**src/rtl/arm_mem_pkg.sv**
```systemverilog
// arm_mem_pkg: shared types and constants for the ARM MEM stage and its SRAM
// controller.
//   mem_state_e   - controller FSM states (IDLE, LOW half-word, HIGH half-word, DONE)
//   BASE_ADDR_DEF - byte address that maps to SRAM word 0
//   SRAM_DW       - external SRAM data width
//   word_index()  - byte address to 32-bit word index, relative to the SRAM base
package arm_mem_pkg;

   typedef enum logic [1:0] {
      S_IDLE = 2'd0,
      S_LOW  = 2'd1,
      S_HIGH = 2'd2,
      S_DONE = 2'd3
   } mem_state_e;

   localparam int unsigned BASE_ADDR_DEF = 32'd1024;
   localparam int unsigned SRAM_DW       = 32'd16;

   // The subtract wraps on addresses below the base; out-of-range accesses
   // simply alias into the SRAM.
   function automatic logic [31:0] word_index(input logic [31:0] byte_addr,
                                              input logic [31:0] base_addr);
      return (byte_addr - base_addr) >> 32'd2;
   endfunction

endpackage

```
**src/rtl/sram_controller.sv**
```systemverilog
// sram_controller: moves one 32-bit word to or from a 16-bit asynchronous SRAM
// as two half-word accesses of SRAM_WAIT cycles each (low half first).
// Ports:
//   clk, rst     - clock, synchronous active-high reset
//   rd_req       - load request (wins over wr_req when both are set)
//   wr_req       - store request
//   word_addr    - SRAM word index; half-word address is {word_addr, half}
//   wr_data      - store data
//   ready        - 1 when idle with no request, or for the single DONE cycle
//   rd_data      - loaded word {hi, lo}, registered
//   sram_*       - SRAM pins; control and write data are registered
module sram_controller
   import arm_mem_pkg::*;
#(
   parameter int unsigned SRAM_WAIT = 32'd2,
   parameter int unsigned SRAM_AW   = 32'd18
) (
   input  logic                 clk,
   input  logic                 rst,
   input  logic                 rd_req,
   input  logic                 wr_req,
   input  logic [SRAM_AW-2:0]   word_addr,
   input  logic [31:0]          wr_data,
   output logic                 ready,
   output logic [31:0]          rd_data,
   output logic [SRAM_AW-1:0]   sram_addr,
   output logic [SRAM_DW-1:0]   sram_wdata,
   input  logic [SRAM_DW-1:0]   sram_rdata,
   output logic                 sram_we_n,
   output logic                 sram_oe_n
);

   localparam int unsigned CNT_W = (SRAM_WAIT > 32'd1) ? $clog2(SRAM_WAIT) : 32'd1;
   localparam logic [CNT_W-1:0] CNT_LAST = CNT_W'(SRAM_WAIT - 32'd1);

   mem_state_e          state_r;
   logic [CNT_W-1:0]    cnt_r;
   logic [SRAM_DW-1:0]  lo_r;
   logic [SRAM_DW-1:0]  hi_r;
   logic                req_s;
   logic                wr_only_s;

   assign req_s     = rd_req | wr_req;
   // A simultaneous read and write is served as a read; the SRAM is never written.
   assign wr_only_s = wr_req & ~rd_req;
   assign rd_data   = {hi_r, lo_r};

   // Access FSM: wait counter, half-word latches and registered SRAM pins.
   always_ff @(posedge clk) begin
      if (rst) begin
         state_r    <= S_IDLE;
         cnt_r      <= '0;
         lo_r       <= '0;
         hi_r       <= '0;
         sram_addr  <= '0;
         sram_wdata <= '0;
         sram_we_n  <= 1'b1;
         sram_oe_n  <= 1'b1;
      end else begin
         case (state_r)
            S_IDLE: begin
               if (req_s) begin
                  state_r    <= S_LOW;
                  cnt_r      <= '0;
                  sram_addr  <= {word_addr, 1'b0};
                  sram_wdata <= wr_data[15:0];
                  sram_we_n  <= ~wr_only_s;
                  sram_oe_n  <= ~rd_req;
               end
            end
            S_LOW: begin
               if (cnt_r == CNT_LAST) begin
                  if (rd_req) begin
                     lo_r <= sram_rdata;
                  end
                  state_r    <= S_HIGH;
                  cnt_r      <= '0;
                  sram_addr  <= {word_addr, 1'b1};
                  sram_wdata <= wr_data[31:16];
               end else begin
                  cnt_r <= cnt_r + CNT_W'(1);
               end
            end
            S_HIGH: begin
               if (cnt_r == CNT_LAST) begin
                  if (rd_req) begin
                     hi_r <= sram_rdata;
                  end
                  state_r    <= S_DONE;
                  cnt_r      <= '0;
                  sram_wdata <= '0;
                  sram_we_n  <= 1'b1;
                  sram_oe_n  <= 1'b1;
               end else begin
                  cnt_r <= cnt_r + CNT_W'(1);
               end
            end
            S_DONE: begin
               state_r <= S_IDLE;
            end
            default: begin
               state_r    <= S_IDLE;
               cnt_r      <= '0;
               sram_wdata <= '0;
               sram_we_n  <= 1'b1;
               sram_oe_n  <= 1'b1;
            end
         endcase
      end
   end

   // Ready must drop in the same cycle a request appears, so it is decoded
   // from the state register rather than registered itself.
   always_comb begin
      ready = 1'b0;
      case (state_r)
         S_IDLE: begin
            if (req_s) begin
               ready = 1'b0;
            end else begin
               ready = 1'b1;
            end
         end
         S_DONE:  ready = 1'b1;
         default: ready = 1'b0;
      endcase
   end

endmodule

```
**src/rtl/mem_stage_sram.sv**
```systemverilog
// mem_stage_sram: MEM stage of the 5-stage ARM pipeline, between the EX/MEM
// and MEM/WB registers. Loads/stores go to a 16-bit asynchronous SRAM via
// sram_controller; ready=0 freezes the upstream stages for the whole access.
// Ports:
//   clk, rst                       - clock, synchronous active-high reset
//   *_in                           - EX/MEM register outputs (held stable while ready=0)
//   wb_en_out, mem_r_en_out        - to MEM/WB, forced to 0 while ready=0 (bubble)
//   dest_out, alu_result_out       - straight pass-through to MEM/WB
//   mem_data_out                   - loaded word, registered
//   ready                          - 1 = stage may advance, 0 = freeze upstream
//   sram_addr/wdata/rdata/we_n/oe_n- external SRAM interface
module mem_stage_sram
   import arm_mem_pkg::*;
#(
   parameter int unsigned BASE_ADDR = BASE_ADDR_DEF,
   parameter int unsigned SRAM_WAIT = 32'd2,
   parameter int unsigned SRAM_AW   = 32'd18
) (
   input  logic                 clk,
   input  logic                 rst,
   input  logic                 wb_en_in,
   input  logic                 mem_r_en_in,
   input  logic                 mem_w_en_in,
   input  logic [3:0]           dest_in,
   input  logic [31:0]          alu_result_in,
   input  logic [31:0]          st_val_in,
   output logic                 wb_en_out,
   output logic                 mem_r_en_out,
   output logic [3:0]           dest_out,
   output logic [31:0]          alu_result_out,
   output logic [31:0]          mem_data_out,
   output logic                 ready,
   output logic [SRAM_AW-1:0]   sram_addr,
   output logic [SRAM_DW-1:0]   sram_wdata,
   input  logic [SRAM_DW-1:0]   sram_rdata,
   output logic                 sram_we_n,
   output logic                 sram_oe_n
);

   logic [SRAM_AW-2:0] word_s;
   logic               ready_s;

   // Half-word address is {word, half}, so the word index loses one bit.
   assign word_s = (SRAM_AW - 32'd1)'(word_index(alu_result_in, BASE_ADDR));

   sram_controller #(
      .SRAM_WAIT (SRAM_WAIT),
      .SRAM_AW   (SRAM_AW)
   ) u_sram_controller (
      .clk        (clk),
      .rst        (rst),
      .rd_req     (mem_r_en_in),
      .wr_req     (mem_w_en_in),
      .word_addr  (word_s),
      .wr_data    (st_val_in),
      .ready      (ready_s),
      .rd_data    (mem_data_out),
      .sram_addr  (sram_addr),
      .sram_wdata (sram_wdata),
      .sram_rdata (sram_rdata),
      .sram_we_n  (sram_we_n),
      .sram_oe_n  (sram_oe_n)
   );

   assign ready          = ready_s;
   assign dest_out       = dest_in;
   assign alu_result_out = alu_result_in;

   // Insert a bubble into MEM/WB while the access is still in flight.
   always_comb begin
      wb_en_out    = 1'b0;
      mem_r_en_out = 1'b0;
      if (ready_s) begin
         wb_en_out    = wb_en_in;
         mem_r_en_out = mem_r_en_in;
      end else begin
         wb_en_out    = 1'b0;
         mem_r_en_out = 1'b0;
      end
   end

endmodule

```
**config.mk**
```make
export PLATFORM = sky130hd
export DESIGN_NAME = mem_stage_sram
export DESIGN_NICKNAME = d
export VERILOG_FILES = /design/src/rtl/arm_mem_pkg.sv /design/src/rtl/sram_controller.sv /design/src/rtl/mem_stage_sram.sv
export SDC_FILE = /design/constraint.sdc
export NUM_CORES = 1
export LEC_CHECK = 0
export BUFFER_PORTS_ARGS = -buffer_cell sky130_fd_sc_hd__buf_2
export CAP_MARGIN = 20
export CORE_ASPECT_RATIO = 0.9
export CORE_MARGIN = 2
export CORE_UTILIZATION = 24
export DETAILED_ROUTE_END_ITERATION = 8
export GPL_ROUTABILITY_DRIVEN = 0
export MAX_ROUTING_LAYER = met4
export PLACE_DENSITY = 0.54
export SYNTH_ARGS = -nofsm -noshare
export SYNTH_HDL_FRONTEND = slang
export SYNTH_SLANG_ARGS = --single-unit
```
**constraint.sdc**
```tcl
create_clock -name clk -period 4 [get_ports clk]
set_input_delay 0.8 -clock clk [delete_from_list [all_inputs] [get_ports clk]]
set_output_delay 0.8 -clock clk [all_outputs]
set_load 0.02 [all_outputs]
```
==> impl_summary.log <==
INFO  metric yosysUniqueCellTypes = 40
INFO  metric synth.most_common_cell = sky130_fd_sc_hd__a21oi_1
INFO  metric worst_setup_hold_path_clk_slew = 0.06 ns
INFO  metric antenna_found_initial = 1
INFO  metric clock.fmax = 0.343 GHz
INFO  metric worst_max_slew_pin_slew = 0.857 ns
INFO  metric wl_per_cell = 14.4 µm
INFO  metric syn-cell-area = 3320 µm²
INFO  metric layout-area-overhead-vs-synth = 29.4%
INFO  metric post_synth.cell_area_avg = 8.20 µm²
INFO  metric slowest_delay = 0.47 ns
INFO  metric ioPinCount = 196
INFO  metric fin_tns_setup = 0 ns
INFO  metric floorplan.rows = 40
INFO  metric sequentialPowerShare = 31.7%
INFO  metric layout.filler_cells = 1,436
INFO  metric critical_path_buf_inv_count = 2
INFO  metric cell_internal_pwr = 1.92 mW
INFO  metric finalNetCount = 605
INFO  metric worstPathArrival = 2.11 ns
INFO  metric critPathRequiredTime = 3.20 ns
INFO  metric post_cts_resize_count = 0
INFO  metric final.period_utilization = 72.8%
INFO  metric grt_pass1_vias = 2,966
INFO  metric p_sw = 1.20 mW
INFO  metric port_buffers = 157
INFO  metric fin_worst_hold_slack = 0.451 ns
INFO  metric series_of_cell_instances_along_the_critical_path = ha_1 > clkinv_1 > nor3b_1 > buf_2
INFO  metric place_ws = 1.37 ns
INFO  metric fraction_of_registers_with_async_set_or_reset_after_synthesis = 0%
INFO  metric yosys-top-cells-count = sky130_fd_sc_hd__a21oi_1, sky130_fd_sc_hd__dfxtp_1, sky130_fd_sc_hd__nand2_1, sky130_fd_sc_hd__buf_4, sky130_fd_sc_hd__clkbuf_1
INFO  metric die_height = 116 µm
INFO  metric drt-vias-per-instance = 4.68
INFO  metric synth.yosys.seq_area_share = 42.8%
INFO  metric final_hold_viol_count = 0
INFO  metric postSynth.topFlopCell = sky130_fd_sc_hd__dfxtp_1
INFO  metric swShare = 38.5%
INFO  metric cts.hold.buffers_added = 0
INFO  metric initial_utilization = 24.7%
INFO  metric drtAntennaViolNets = 0
INFO  metric share_comb_of_total_power = 39.0%
INFO  metric timing.critical_path.fanout_max = 18
INFO  metric tritoncts = built
INFO  metric worst_hold_path_type = reg -> reg
INFO  metric clk-insertion-delay-late = 0.33 ns
INFO  metric gr-total-overflow = 0
INFO  metric yosysTopAreaCellShare = 42.8%
INFO  metric max_slew_margin = 42.9%
INFO  metric vdd_drop_max = 276 µV
INFO  metric unrepaired_setup_endpoints_after_global_routing = no
INFO  metric first_pass_grt_wire_length = 14,900 µm
INFO  metric post_cts_buffers = 0
INFO  metric cts_num_sinks = 71
INFO  metric vias = 3,201
INFO  metric timing.final.max_slew_violations = 0
INFO  metric floorplan.die_area = 14,800 µm²
INFO  metric criticalPathCategory = reg -> out
INFO  metric timing.critical_path.to_type = output pin
INFO  metric max_cap_violations = 0
INFO  metric clockRootBuffer = sky130_fd_sc_hd__clkbuf_16
INFO  metric h_tree_levels = 3
INFO  metric core_region_area = 13,400 µm²
INFO  metric total_leakage_power = 1.87 nW
INFO  metric post_synthesis_net_count = 500
INFO  metric crit_slowest_cell = sky130_fd_sc_hd__clkinv_1
INFO  metric clock_power_share = 29.3%
INFO  metric layout_setup_ws = 1.09 ns
INFO  metric setup_viol_count_final = 0
INFO  metric pin_count_of_the_biggest_net_entering_global_routing = 41
INFO  metric clock_path_buffers = 2
INFO  metric syn-instance-count = 405
INFO  metric track_usage = 13.3%
INFO  metric cts_inserted_buffers = 9
INFO  metric cell_family_contributing_the_most_delay_on_the_critical_path = buffers and inverters
INFO  metric drc = 0
INFO  metric dr.first_iter.drc_count = 173
INFO  metric synth.area.top_cells = sky130_fd_sc_hd__dfxtp_1, sky130_fd_sc_hd__a21oi_1, sky130_fd_sc_hd__buf_4
INFO  metric hpwl_detailed = 7000 µm
INFO  metric worst_setup_path_start_kind = flop
INFO  metric power = 3.12 mW
INFO  metric synth-seq-cells = 71
INFO  metric power_density = 725 nW/µm²
INFO  metric wl = 9840 µm
INFO  metric die_w = 128 µm
INFO  metric synth_enable_flop_cells = 0
INFO  metric final_layout_size_suffix_gt1_share = 36.1%
INFO  metric clock_skew = 0.00573 ns
INFO  metric fin_util = 32.0%
INFO  metric yosysWarnings = 0
INFO  metric status = completed
INFO  metric drt-pass1-iter-count = 4
INFO  metric synth_area_leader_cell = sky130_fd_sc_hd__dfxtp_1
INFO  metric final_critical_delay_including_setup_and_external_delays = 2.91 ns
==> per-stage QoR <==
step	instances	area, µm²
floorplan	405	3320
global placement	666	3950
detailed placement	666	3950
CTS	682	4280
global route	684	4300
finish	684	4300
==> power by group through the flow <==
stage                     Sequential [mW]  Clock (mW)  Combinational (mW)
after floorplan                      1.17           0               0.684
after global placement              0.999           0                1.18
after detailed placement            0.998           0                1.20
after CTS                           0.987       0.940                1.21
after global routing                 1.01       0.970                1.33
final                               0.988       0.912                1.22
==> per-layer routing <==
metal	vias up	part of all wire [%]	global-route usage (%)
li1	1595	-	-
met2	128	45	20.9
met4	0	1.2	3.88
met3	13	7.6	4.43
met1	1465	46	16.4
met5	-	0	-
==> worst reg2reg max path: cells and delay by family (launching register included) <==
kind | cells | cell delay [ns]
buffers and inverters | 1 | 0.10
flip-flops | 1 | 0.38
adder cells (fa/ha/maj) | 1 | 0.84
AND/OR/NAND/NOR | 1 | 0.63
AO/OA/AOI/OAI | 2 | 0.43
==> sequential cells by signal, summed over array words and instances, names as in the netlist <==
| register | flops |
|---|---|
| u_sram_controller.cnt_r | 1 |
| u_sram_controller.hi_r | 16 |
| u_sram_controller.state_r | 2 |
| u_sram_controller.sram_we_n | 1 |
| u_sram_controller.sram_oe_n | 1 |
| u_sram_controller.sram_wdata | 16 |
| u_sram_controller.lo_r | 16 |
| u_sram_controller.sram_addr | 18 |
==> cell type report <==
cell class                      count  area [µm²]  area share (%)
Sequential cell                    71        1420            33.1
Timing Repair Buffer              160         812            18.9
Multi-Input combinational cell    262        1490            34.7
Antenna cell                        1        2.50          0.0582
Clock inverter                      6         109            2.53
Clock buffer                       10         229            5.33
Inverter                            6        22.5           0.524
Tap cell                          168         210            4.89
==> worst paths after layout <==
check | start | endpoint | slack, ns | depth (start not counted)
worst max-delay path | u_sram_controller.state_r[0] | mem_r_en_out | 1.09 | 4
worst min-delay path | u_sram_controller.hi_r[14] | u_sram_controller.hi_r[14] | 0.45 | 2
worst max register to register | u_sram_controller.state_r[0] | u_sram_controller.sram_wdata[0] | 1.53 | 5
worst min register to register | u_sram_controller.hi_r[14] | u_sram_controller.hi_r[14] | 0.45 | 2
==> kinds of logic after synthesis <==
logic type	Yosys count	synth area share [%]
xor+xnor	2	0.528
buf+inv	72	12.4
compound gates	134	23.8
fa+ha+maj	6	2.26
flops	71	42.8
mux	2	0.641
simple gates	118	17.5
==> cells in the final DEF, fill, tap and decap left out, types with 9 or more instances in the layout <==
cell                          n
sky130_fd_sc_hd__clkbuf_16    9
sky130_fd_sc_hd__a211oi_1    21
sky130_fd_sc_hd__nand3_1     12
sky130_fd_sc_hd__nand2_1     64
sky130_fd_sc_hd__a31oi_1     16
sky130_fd_sc_hd__buf_2      157
sky130_fd_sc_hd__a21oi_1     72
sky130_fd_sc_hd__dfxtp_1     71
sky130_fd_sc_hd__nor2b_1     18
sky130_fd_sc_hd__o21ai_0     12
(Power assumes the default switching activity.)
